## config.mk

```make
export PLATFORM = sky130hd
export DESIGN_NAME = calc_sequencer
export DESIGN_NICKNAME = d
export VERILOG_FILES = /design/src/rtl/calc_pkg.sv /design/src/rtl/calc_tick_cnt.sv /design/src/rtl/calc_sequencer.sv
export SDC_FILE = /design/constraint.sdc
export NUM_CORES = 1
export LEC_CHECK = 0
export CORE_MARGIN = 1
export CORE_UTILIZATION = 30
export DETAILED_ROUTE_END_ITERATION = 10
export PLACE_DENSITY = 0.51
export SETUP_SLACK_MARGIN = 0.1
export SYNTH_ARGS = -nofsm -noshare
export SYNTH_HDL_FRONTEND = slang
export SYNTH_HIERARCHICAL = 1
export SYNTH_SLANG_ARGS = --single-unit
```

## constraint.sdc

```tcl
create_clock -name clk -period 3.1 [get_ports clk]
set_input_delay 0.31 -clock clk [delete_from_list [all_inputs] [get_ports clk]]
set_output_delay 0.31 -clock clk [all_outputs]
set_load 0.02 [all_outputs]
```

## src/rtl/calc_pkg.sv

```systemverilog
// Shared types and sizing for the calculator sequencer.
package calc_pkg;
  localparam int CALC_W        = 4;
  localparam int BLINK_DIV_MAX = 25000000;
  localparam int CNT_W         = $clog2(BLINK_DIV_MAX + 1);
  localparam int SETTLE_W      = 4;

  typedef enum logic [2:0] {
    GET_A,
    GET_B,
    ISSUE,
    CAPTURE,
    SHOW,
    ERR
  } calc_state_t;

  function automatic logic is_busy(calc_state_t s);
    return (s == ISSUE) || (s == CAPTURE);
  endfunction
endpackage

```

## src/rtl/calc_tick_cnt.sv

```systemverilog
// Loadable up-counter that wraps at 'limit' and flags the terminal count.
module calc_tick_cnt #(
  parameter int WIDTH = 4
) (
  input  logic             clk,
  input  logic             rst_n,
  input  logic             clr,
  input  logic             load,
  input  logic [WIDTH-1:0] load_val,
  input  logic             en,
  input  logic [WIDTH-1:0] limit,
  output logic             tc
);
  logic [WIDTH-1:0] count_q;
  logic [WIDTH-1:0] count_d;

  assign tc = (count_q == limit);

  always_comb begin
    count_d = count_q;
    if (clr) begin
      count_d = '0;
    end else if (load) begin
      count_d = load_val;
    end else if (en) begin
      count_d = tc ? '0 : count_q + 1'b1;
    end
  end

  always_ff @(posedge clk) begin
    if (!rst_n) begin
      count_q <= '0;
    end else begin
      count_q <= count_d;
    end
  end
endmodule

```

## src/rtl/calc_sequencer.sv

```systemverilog
// Operand/operation sequencer for the 4-bit add/sub datapath.
// Define CALC_CHAIN_EN to make enter in SHOW reuse the result as operand A.
module calc_sequencer
  import calc_pkg::*;
#(
  parameter int SETTLE_CYC = 2,
  parameter int BLINK_DIV  = 25000000,
  parameter int W          = CALC_W
) (
  input  logic         clk,
  input  logic         rst_n,
  input  logic [W-1:0] sw,
  input  logic         op_sub,
  input  logic         signed_mode,
  input  logic         btn_enter,
  input  logic         btn_clear,
  output logic [W-1:0] dp_a,
  output logic [W-1:0] dp_b,
  output logic         dp_sub,
  output logic         dp_rc,
  input  logic [W-1:0] dp_sum,
  input  logic         dp_valid,
  output logic [W-1:0] result,
  output logic         result_neg,
  output logic         result_ok,
  output logic         err,
  output logic         err_blink,
  output logic         busy
);
  calc_state_t state_q, state_d;
  logic [W-1:0] reg_a_q, reg_a_d;
  logic [W-1:0] reg_b_q, reg_b_d;
  logic         sub_q, sub_d;
  logic         rc_q, rc_d;
  logic [W-1:0] result_q, result_d;
  logic         result_rc_q, result_rc_d;
  logic         result_ok_q, result_ok_d;
  logic         err_q, err_d;
  logic         err_blink_q, err_blink_d;
  logic         busy_q, busy_d;

  logic settle_load;
  logic settle_tc;
  logic blink_tc;

  calc_tick_cnt #(.WIDTH(SETTLE_W)) u_settle (
    .clk      (clk),
    .rst_n    (rst_n),
    .clr      (btn_clear),
    .load     (settle_load),
    .load_val ('0),
    .en       (state_q == ISSUE),
    .limit    (SETTLE_W'(SETTLE_CYC - 1)),
    .tc       (settle_tc)
  );

  // Held at zero outside ERR so each error episode starts a fresh half-period.
  calc_tick_cnt #(.WIDTH(CNT_W)) u_blink (
    .clk      (clk),
    .rst_n    (rst_n),
    .clr      (state_q != ERR),
    .load     (1'b0),
    .load_val ('0),
    .en       (state_q == ERR),
    .limit    (CNT_W'(BLINK_DIV - 1)),
    .tc       (blink_tc)
  );

  always_comb begin
    state_d     = state_q;
    reg_a_d     = reg_a_q;
    reg_b_d     = reg_b_q;
    sub_d       = sub_q;
    rc_d        = rc_q;
    result_d    = result_q;
    result_rc_d = result_rc_q;
    settle_load = 1'b0;

    if (btn_clear) begin
      state_d     = GET_A;
      reg_a_d     = '0;
      reg_b_d     = '0;
      result_d    = '0;
      result_rc_d = 1'b0;
    end else begin
      case (state_q)
        GET_A: begin
          if (btn_enter) begin
            reg_a_d = sw;
            state_d = GET_B;
          end
        end
        GET_B: begin
          if (btn_enter) begin
            reg_b_d     = sw;
            sub_d       = op_sub;
            rc_d        = signed_mode;
            settle_load = 1'b1;
            state_d     = ISSUE;
          end
        end
        ISSUE: begin
          if (settle_tc) state_d = CAPTURE;
        end
        CAPTURE: begin
          result_d    = dp_sum;
          result_rc_d = rc_q;
          state_d     = dp_valid ? SHOW : ERR;
        end
        SHOW: begin
          if (btn_enter) begin
`ifdef CALC_CHAIN_EN
            reg_a_d = result_q;
            state_d = GET_B;
`else
            state_d = GET_A;
`endif
          end
        end
        ERR: begin
          if (btn_enter) state_d = GET_A;
        end
        default: state_d = GET_A;
      endcase
    end

    busy_d = is_busy(state_d);
    err_d  = (state_d == ERR);
`ifdef CALC_CHAIN_EN
    // A chained operation keeps the previous result flagged good until it is replaced.
    result_ok_d = (state_d == SHOW) ||
                  (result_ok_q && !btn_clear && (state_d == GET_B || is_busy(state_d)));
`else
    result_ok_d = (state_d == SHOW);
`endif
    err_blink_d = (state_q == ERR && state_d == ERR) ? (err_blink_q ^ blink_tc) : 1'b0;
  end

  always_ff @(posedge clk) begin
    if (!rst_n) begin
      state_q     <= GET_A;
      reg_a_q     <= '0;
      reg_b_q     <= '0;
      sub_q       <= 1'b0;
      rc_q        <= 1'b0;
      result_q    <= '0;
      result_rc_q <= 1'b0;
      result_ok_q <= 1'b0;
      err_q       <= 1'b0;
      err_blink_q <= 1'b0;
      busy_q      <= 1'b0;
    end else begin
      state_q     <= state_d;
      reg_a_q     <= reg_a_d;
      reg_b_q     <= reg_b_d;
      sub_q       <= sub_d;
      rc_q        <= rc_d;
      result_q    <= result_d;
      result_rc_q <= result_rc_d;
      result_ok_q <= result_ok_d;
      err_q       <= err_d;
      err_blink_q <= err_blink_d;
      busy_q      <= busy_d;
    end
  end

  assign dp_a       = reg_a_q;
  assign dp_b       = reg_b_q;
  assign dp_sub     = sub_q;
  assign dp_rc      = rc_q;
  assign result     = result_q;
  assign result_neg = result_rc_q & result_q[W-1];
  assign result_ok  = result_ok_q;
  assign err        = err_q;
  assign err_blink  = err_blink_q;
  assign busy       = busy_q;
endmodule

```

Word level (Yosys, flattened, before mapping). Index checks and enable logic that the tools add are counted.

Bits in registers: 51. Bits of input ports: 15. Output and inout port bits: 19. Logic and storage cells: 54.

$add $sub $neg: 2. Equal/unequal tests: 12. Mux-type cells: 12. Bitwise logic cells: 4. Reduce and logical (&&, ||, !) cells: 11.

Operator list (count): adder 25 x 1 -> 25 bit (second input constant) (1); equality test 25 bit (second input constant) (1); two-way mux 25 bit (1); two-way mux 3 bit (5); case mux 3 bit (5 select lines) (1); equality test 3 x 2 -> 1 bit (second input constant) (4); equality test 3 bit (second input constant) (4); AND reduction 2 bit (3); OR reduction 2 bit (3); adder 4 x 1 -> 4 bit (second input constant) (1); equality test 4 x 1 -> 1 bit (second input constant) (1); two-way mux 1 bit (4); two-way mux 4 bit (1); equality test 3 x 1 -> 1 bit (second input constant) (1); zero test 3 bit (1); != test 3 bit (second input constant) (1); AND reduction 3 bit (1); OR reduction 3 bit (1); NOT 1 bit (2); AND 1 bit (1); logical AND 1 bit (1); logical OR 1 bit (1); bitwise XOR 1 bit (1).

Logic depth before layout (Yosys ltp). Gate-level depths: netlist of run 1.

Depth after elaboration: 7. Depth in mapped cells: 9. Depth with buffers taken out: 7.

Cells and area by module. Netlist of run 1, hierarchy kept.

Modules (own cells, without submodules): calc_tick_cnt (u_blink) (times used 1, cells each 225, area an instance 1870.5 sq um, seq. area each 500.5 sq um); calc_sequencer (times used 1, cells each 89, area an instance 900.9 sq um, seq. area each 440.4 sq um); calc_tick_cnt (u_settle) (times used 1, cells each 34, area an instance 314.1 sq um, seq. area each 80.1 sq um).

Worst setup path before layout of run 1. OpenSTA, ideal clock, no wires.

Kind: reg-to-reg. Start point: register state_q[1]. End point: register u_blink.count_q[10]. Library setup time: 0.135 ns. Data arrival time: 1.623 ns. Data required time: 2.965 ns. Path slack: 1.342 ns. Cell stages (with the launch flop): 10. Buffers on the path: 3. Period minus slack after synthesis: 1.758 ns. Cell sequence: dfxtp_1 > buf_6 > and2b_1 > nand2_1 > inv_1 > clkbuf_1 > clkbuf_1 > nor3b_1 > a21oi_1 > o22ai_4.

Longest elaborated chain between the ends: 2. Elaborated cells between the ends (all ways): 3. Those cells by class: eq/ne: 2; reduce/logical: 1.

RTL lines: start, declared (line calc_sequencer.sv:30) `calc_state_t state_q, state_d;`; start signal, assigned (line calc_sequencer.sv:153) `state_q <= state_d;`; != test 3 bit (line calc_sequencer.sv:61) `.clr (state_q != ERR),`; OR reduction 2 bit (no line); end signal, assigned (line calc_tick_cnt.sv:34) `count_q <= count_d;`; end, declared (line calc_tick_cnt.sv:14) `logic [WIDTH-1:0] count_q;`.

Parallel ways exist; a longest one is shown, timed or not. A chain may end at the register's enable or synchronous reset.

Worst setup path after layout of run 1.
Start point: register u_blink.count_q[6]. End point: register u_blink.count_q[24].

Longest elaborated chain between the ends: 2. Elaborated cells between the ends (all ways): 3. Those cells by class: add/sub: 1; eq/ne: 1; mux: 1.

RTL lines: adder 25 x 1 -> 25 bit / equality test 25 bit (equally long branches) (line calc_tick_cnt.sv:26, calc_tick_cnt.sv:17); two-way mux 25 bit (*) (line calc_tick_cnt.sv:26) `count_d = tc ? '0 : count_q + 1'b1;`.

Mark *: on every way between the ends. The rest lies on a longest branch, timed or not.

==> results.json, run 1 <==
{
  "outcome": "finished clean",
  "multi_input_area_um2": 2110,
  "startpoint_type": "register",
  "design_area_um2": 3770,
  "fmax_mhz": 478,
  "clockBufferDepth": 2,
  "rows": 36,
  "wl_mm": 6.79,
  "min_period_over_period": 0.675,
  "hold_ws_ps": 472,
  "ir_drop_uv": 164,
  "crit_arrival_ps": 2290,
  "crit_fanout": 18,
  "ant_nets": 0,
  "ys_ff_latch": 51,
  "cts_tree": "yes",
  "die_h_um": 103,
  "place_congestion": 0.736,
  "gr-usage-met1": 0.186,
  "yosysSeqAreaShare": 0.331,
  "hold_violations": 0,
  "critPathCaptureType": "register",
  "cts_hold_buffers": 0,
  "grt_pass1_vias": 2452,
  "numCtsBuffers": 5,
  "grt.met3_usage": 0.0215,
  "slew_viol_final": 0,
  "cts_resized": 0,
  "fin_total_pwr_mw": 1.19,
  "crit_path_start": "u_blink/count_q[6]",
  "synth_cell_type_count": 47,
  "htreeDepth": 2,
  "synth_flop_cell": "dfxtp_1",
  "die-area_um2": 10700,
  "initial_core_util": 0.313,
  "clk_latency_ps": 310,
  "hold_start": "dp_sub",
  "drive_above_1_share": 0.0687,
  "core-area_um2": 9860,
  "fin_crit_ps": 2090,
  "detail_route.first_pass.iterations": 4,
  "slew_headroom": 0.581,
  "clkSinkCount": 51,
  "num_vias": 2533,
  "place_area_um2": 3670,
  "dr.first_iter.drc_count": 62,
  "criticalPathCategory": "register to register",
  "grt_max_degree": 52,
  "layout.nets": 438,
  "use_met2": 0.238,
  "power_density_nw_per_um2": 316,
  "gr-total-overflow": 0,
  "syn_area_um2": 3090,
  "n_antenna_cell": 0,
  "syn_to_final_growth_pct": 22.1,
  "top_level_ports": 34,
  "synthCells": 348,
  "root_buffer": "clkbuf_8",
  "port_buffers": 33,
  "place_hpwl_mm": 4.85,
  "grt_antenna_before_repair": 0,
  "busiest_layer": "met2",
  "yosysWarnings": 6,
  "synth_edf_count": 0,
  "syn_area_per_cell_um2": 8.87,
  "worst_slack_ps": 1010,
  "drc": 0,
  "wire_per_inst_um": 12.2,
  "fillers": 989,
  "grt_pass1_wl_mm": 11.9,
  "regArea_um2": 1020,
  "via_per_inst": 4.56,
  "postCtsSetupRepairBufs": 0,
  "cp_data_required_time_ps": 3290,
  "tightest_slew_ps": 628,
  "clk_pin_slew_ps": 110,
  "drv_cap": 0,
  "hp-class": "register to register",
  "post-place-ws_ps": 1010,
  "track_usage": 0.140,
  "rsz0062_at_grt": "no",
  "rr_startpoint": "u_blink/count_q[6]",
  "cellLeakagePower_nw": 1.47,
  "clock_skew_ps": 8.90,
  "die_w_um": 103,
  "finalSetupTns_ps": 0,
  "ys_async_sr_fraction": 0,
  "finalSetupViolations": 0
}
[registers in the layout (all words and copies together), names as in the netlist]
register          flops
busy                  1
dp_a                  4
dp_b                  4
dp_rc                 1
dp_sub                1
err                   1
err_blink             1
result                4
result_ok             1
result_rc_q           1
state_q               3
u_blink/count_q      25
u_settle/count_q      4
[cells by family after synthesis]
family / synth area share
fa+ha+maj: 0.00811
compound gates: 0.142
buf+inv: 0.0560
mux: 0.0487
xor+xnor: 0.156
other cells: 0.00243
flops: 0.331
simple gates: 0.256
[per-layer routing]
metal | vias up | share of wire | wire [um]
li1 | 1324 | - | -
met1 | 1181 | 0.49 | 3300
met2 | 24 | 0.48 | 3260
met3 | 4 | 0.025 | 170
met4 | 0 | 0.0087 | 59
met5 | - | 0 | 0
[Yosys cell counts (all sizes together), types with 2 or more instances]
cell / count / area, um2
nor2: 21 / 78.8
nand4: 7 / 56.3
xnor2: 7 / 61.3
nor2b: 3 / 18.8
and3: 4 / 26.3
nand3: 14 / 70.1
nor3b: 28 / 210
and4: 3 / 27.5
o22ai: 27 / 195
nor4b: 2 / 38.8
nand2: 14 / 52.6
conb: 2 / 7.51
xor2: 48 / 420
nor4: 8 / 80.1
nor3: 6 / 30.0
o21ai: 2 / 10.0
buf: 11 / 85.1
and2b: 2 / 17.5
mux2i: 15 / 150
dfxtp: 51 / 1020
nand2b: 4 / 25.0
clkbuf: 16 / 61.3
ha: 2 / 25.0
inv: 7 / 26.3
and2: 3 / 18.8
a21oi: 31 / 155
[path summary, 6_finish.rpt]
check | end | slack (ps) | depth (start not counted)
setup / recovery | u_blink/count_q[24] | 1010 | 6
hold / removal | dp_sub | 470 | 2
setup reg to reg | u_blink/count_q[24] | 1010 | 6
hold reg to reg | dp_sub | 470 | 2
[layout make-up]
type                    instances  area share
clock buffers                   5      0.0183
clock inverters                 3     0.00697
inverters                       7     0.00697
multi-input cells             320       0.559
flip-flops and latches         51       0.271
well taps                     133      0.0442
repair buffers                 36      0.0937
[placed cells by master (no fill, tap or decap), drive strengths merged, types with 3 or more instances in the layout]
master / count
xor2: 48
conb: 59
nor3: 6
a21oi: 31
buf: 3
clkbuf: 5
and3: 4
and2: 3
and4: 3
dfxtp: 51
xnor2: 7
nor3b: 28
mux2i: 15
clkdlybuf4s50: 33
nor2b: 3
nor2: 21
inv: 9
nand3: 14
nand2: 14
nor4: 8
nand4: 7
o22ai: 27
nand2b: 4
[worst max-delay path: stages, from the launching register on]
cell,delay [ps]
dfxtp_1,400
xor2_1,190
nor4_1,320
nand3_1,210
o211ai_2,380
buf_4,340
o22ai_1,130
[power by group]
part           switching [mW]  internal (mW)
sequential            0.00381          0.659
combinational          0.0599         0.0471
clock                   0.252          0.167
[through the flow]
stage	cells	utilization
2_1_floorplan	405	-
3_3_place_gp	547	0.372
3_5_place_dp	547	0.372
4_1_cts	555	0.382
5_1_grt	555	0.382
6_report	555	0.382
No activity file was read; power rests on OpenSTA's default activity.
==> run 2, diff against run 1 <==
==> constraint.sdc (replaced) <==
create_clock -name clk -period 2.1 [get_ports clk]
set_input_delay 0.21 -clock clk [delete_from_list [all_inputs] [get_ports clk]]
set_output_delay 0.21 -clock clk [all_outputs]
set_load 0.02 [all_outputs]
==> results.json, run 2 (synthesis gave the netlist of run 1 again) <==
{
  "outcome": "finished clean",
  "initial_core_util": 0.313,
  "track_usage": 0.143,
  "grt_pass1_wl_mm": 12.2,
  "clk_latency_ps": 310,
  "slew_headroom": 0.643,
  "grt_max_degree": 52,
  "fmax_mhz": 544,
  "rr_startpoint": "u_blink/count_q[8]",
  "hp-class": "input pin to register",
  "power_density_nw_per_um2": 450,
  "place_congestion": 0.783,
  "grt_antenna_before_repair": 0,
  "rsz0062_at_grt": "no",
  "min_period_over_period": 0.875,
  "num_vias": 2541,
  "cellLeakagePower_nw": 1.51,
  "fin_crit_ps": 1840,
  "drc": 0,
  "crit_path_start": "u_blink/count_q[8]",
  "ir_drop_uv": 310,
  "mostFrequentLayoutCell": "conb_1",
  "grt_pass1_vias": 2496,
  "tightest_slew_ps": 534,
  "clockBufferDepth": 2,
  "layout.nets": 445,
  "ff2ff_setup_slack_ps": 260,
  "cts_hold_buffers": 0,
  "root_buffer": "clkbuf_8",
  "postCtsSetupRepairBufs": 0,
  "drv_cap": 0,
  "wl_mm": 6.99,
  "wire_per_inst_um": 12.5,
  "die_w_um": 103,
  "detail_route.first_pass.iterations": 4,
  "n_antenna_cell": 0,
  "cp_data_required_time_ps": 2270,
  "syn_to_final_growth_pct": 23.4,
  "criticalPathCategory": "register to register",
  "core-area_um2": 9860,
  "die-area_um2": 10700,
  "finalSetupViolations": 0,
  "hold_ws_ps": 462,
  "drive_above_1_share": 0.0818,
  "hold_start": "signed_mode",
  "port_buffers": 33,
  "timing.rr.end": "u_blink/count_q[12]",
  "hold_violations": 0,
  "place_hpwl_mm": 4.80,
  "dr.first_iter.drc_count": 123,
  "crit_arrival_ps": 2010,
  "critPathCaptureType": "register",
  "top_register": "u_blink/count_q",
  "ant_nets": 0,
  "htreeDepth": 2,
  "cts_resized": 0,
  "largest_register_ff_count": 25,
  "startpoint_type": "register",
  "cts_tree": "yes",
  "crit_fanout": 13,
  "clkSinkCount": 51,
  "layout_common_cells": "59 x conb_1, 51 x dfxtp_1, 48 x xor2_1",
  "die_h_um": 103,
  "finalSetupTns_ps": 0,
  "endpoint": "u_blink/count_q[12]",
  "top_level_ports": 34,
  "rr_worst_depth": 6,
  "clock_skew_ps": 15.0,
  "numCtsBuffers": 5,
  "via_per_inst": 4.53,
  "slew_viol_final": 0,
  "final_util": 0.386,
  "clk_pin_slew_ps": 100,
  "rows": 36,
  "gr-total-overflow": 0
}
-- run 2: cell count changes in the layout (fill, tap and decap cells not counted), sizes merged --
cell	change
clkinv	+1
buf	+7
inv	-2
-- run 2: worst min-delay path by stage --
stage,endpoint,slack [ps],cells after the start
after global routing,dp_rc,450,3
after floorplan,dp_rc,350,2
final,dp_rc,460,3
after detailed placement,dp_sub,460,2
after global placement,dp_sub,460,2
after CTS,dp_rc,460,3
-- run 2: per-layer routing --
metal,track usage,part of all wire,vias up
met1,0.198,0.50,1189
met5,0,0,-
met3,0.0222,0.014,4
met4,0.0358,0.0063,0
met2,0.234,0.47,15
li1,-,-,1333
-- run 2: worst max-delay path, cell delays in order, from the launching register on --
cell      delay, ps
dfxtp_1         390
xor2_1          190
nor4_1          330
nand4_1         230
o211ai_2        230
buf_4           240
o22ai_1         110
-- run 2: cell type report --
| class | count | area (um2) |
|---|---|---|
| inverters | 7 | 26.3 |
| multi-input cells | 320 | 2110 |
| repair buffers | 43 | 405 |
| clock inverters | 2 | 13.8 |
| fillers | 1021 | 6060 |
| flip-flops and latches | 51 | 1020 |
| clock buffers | 5 | 68.8 |
| well taps | 133 | 166 |
-- run 2: per-stage QoR --
stage | power [mW] | setup WS [ps] | cells | area [um2]
6_report | 1.71 | 263 | 561 | 3810
5_1_grt | 1.81 | 104 | 561 | 3810
4_1_cts | 1.74 | 254 | 561 | 3810
3_5_place_dp | 1.16 | 178 | 554 | 3720
3_3_place_gp | 1.16 | 226 | 554 | 3720
2_1_floorplan | 1.11 | 342 | 405 | 3300
-- run 2: power breakdown --
group	total (mW)	internal [mW]	switching (mW)	leakage, nW
registers	0.978	0.972	0.00542	0.411
clock network	0.576	0.229	0.347	0.0440
logic	0.161	0.0708	0.0902	1.05
total	1.71	1.27	0.442	1.51
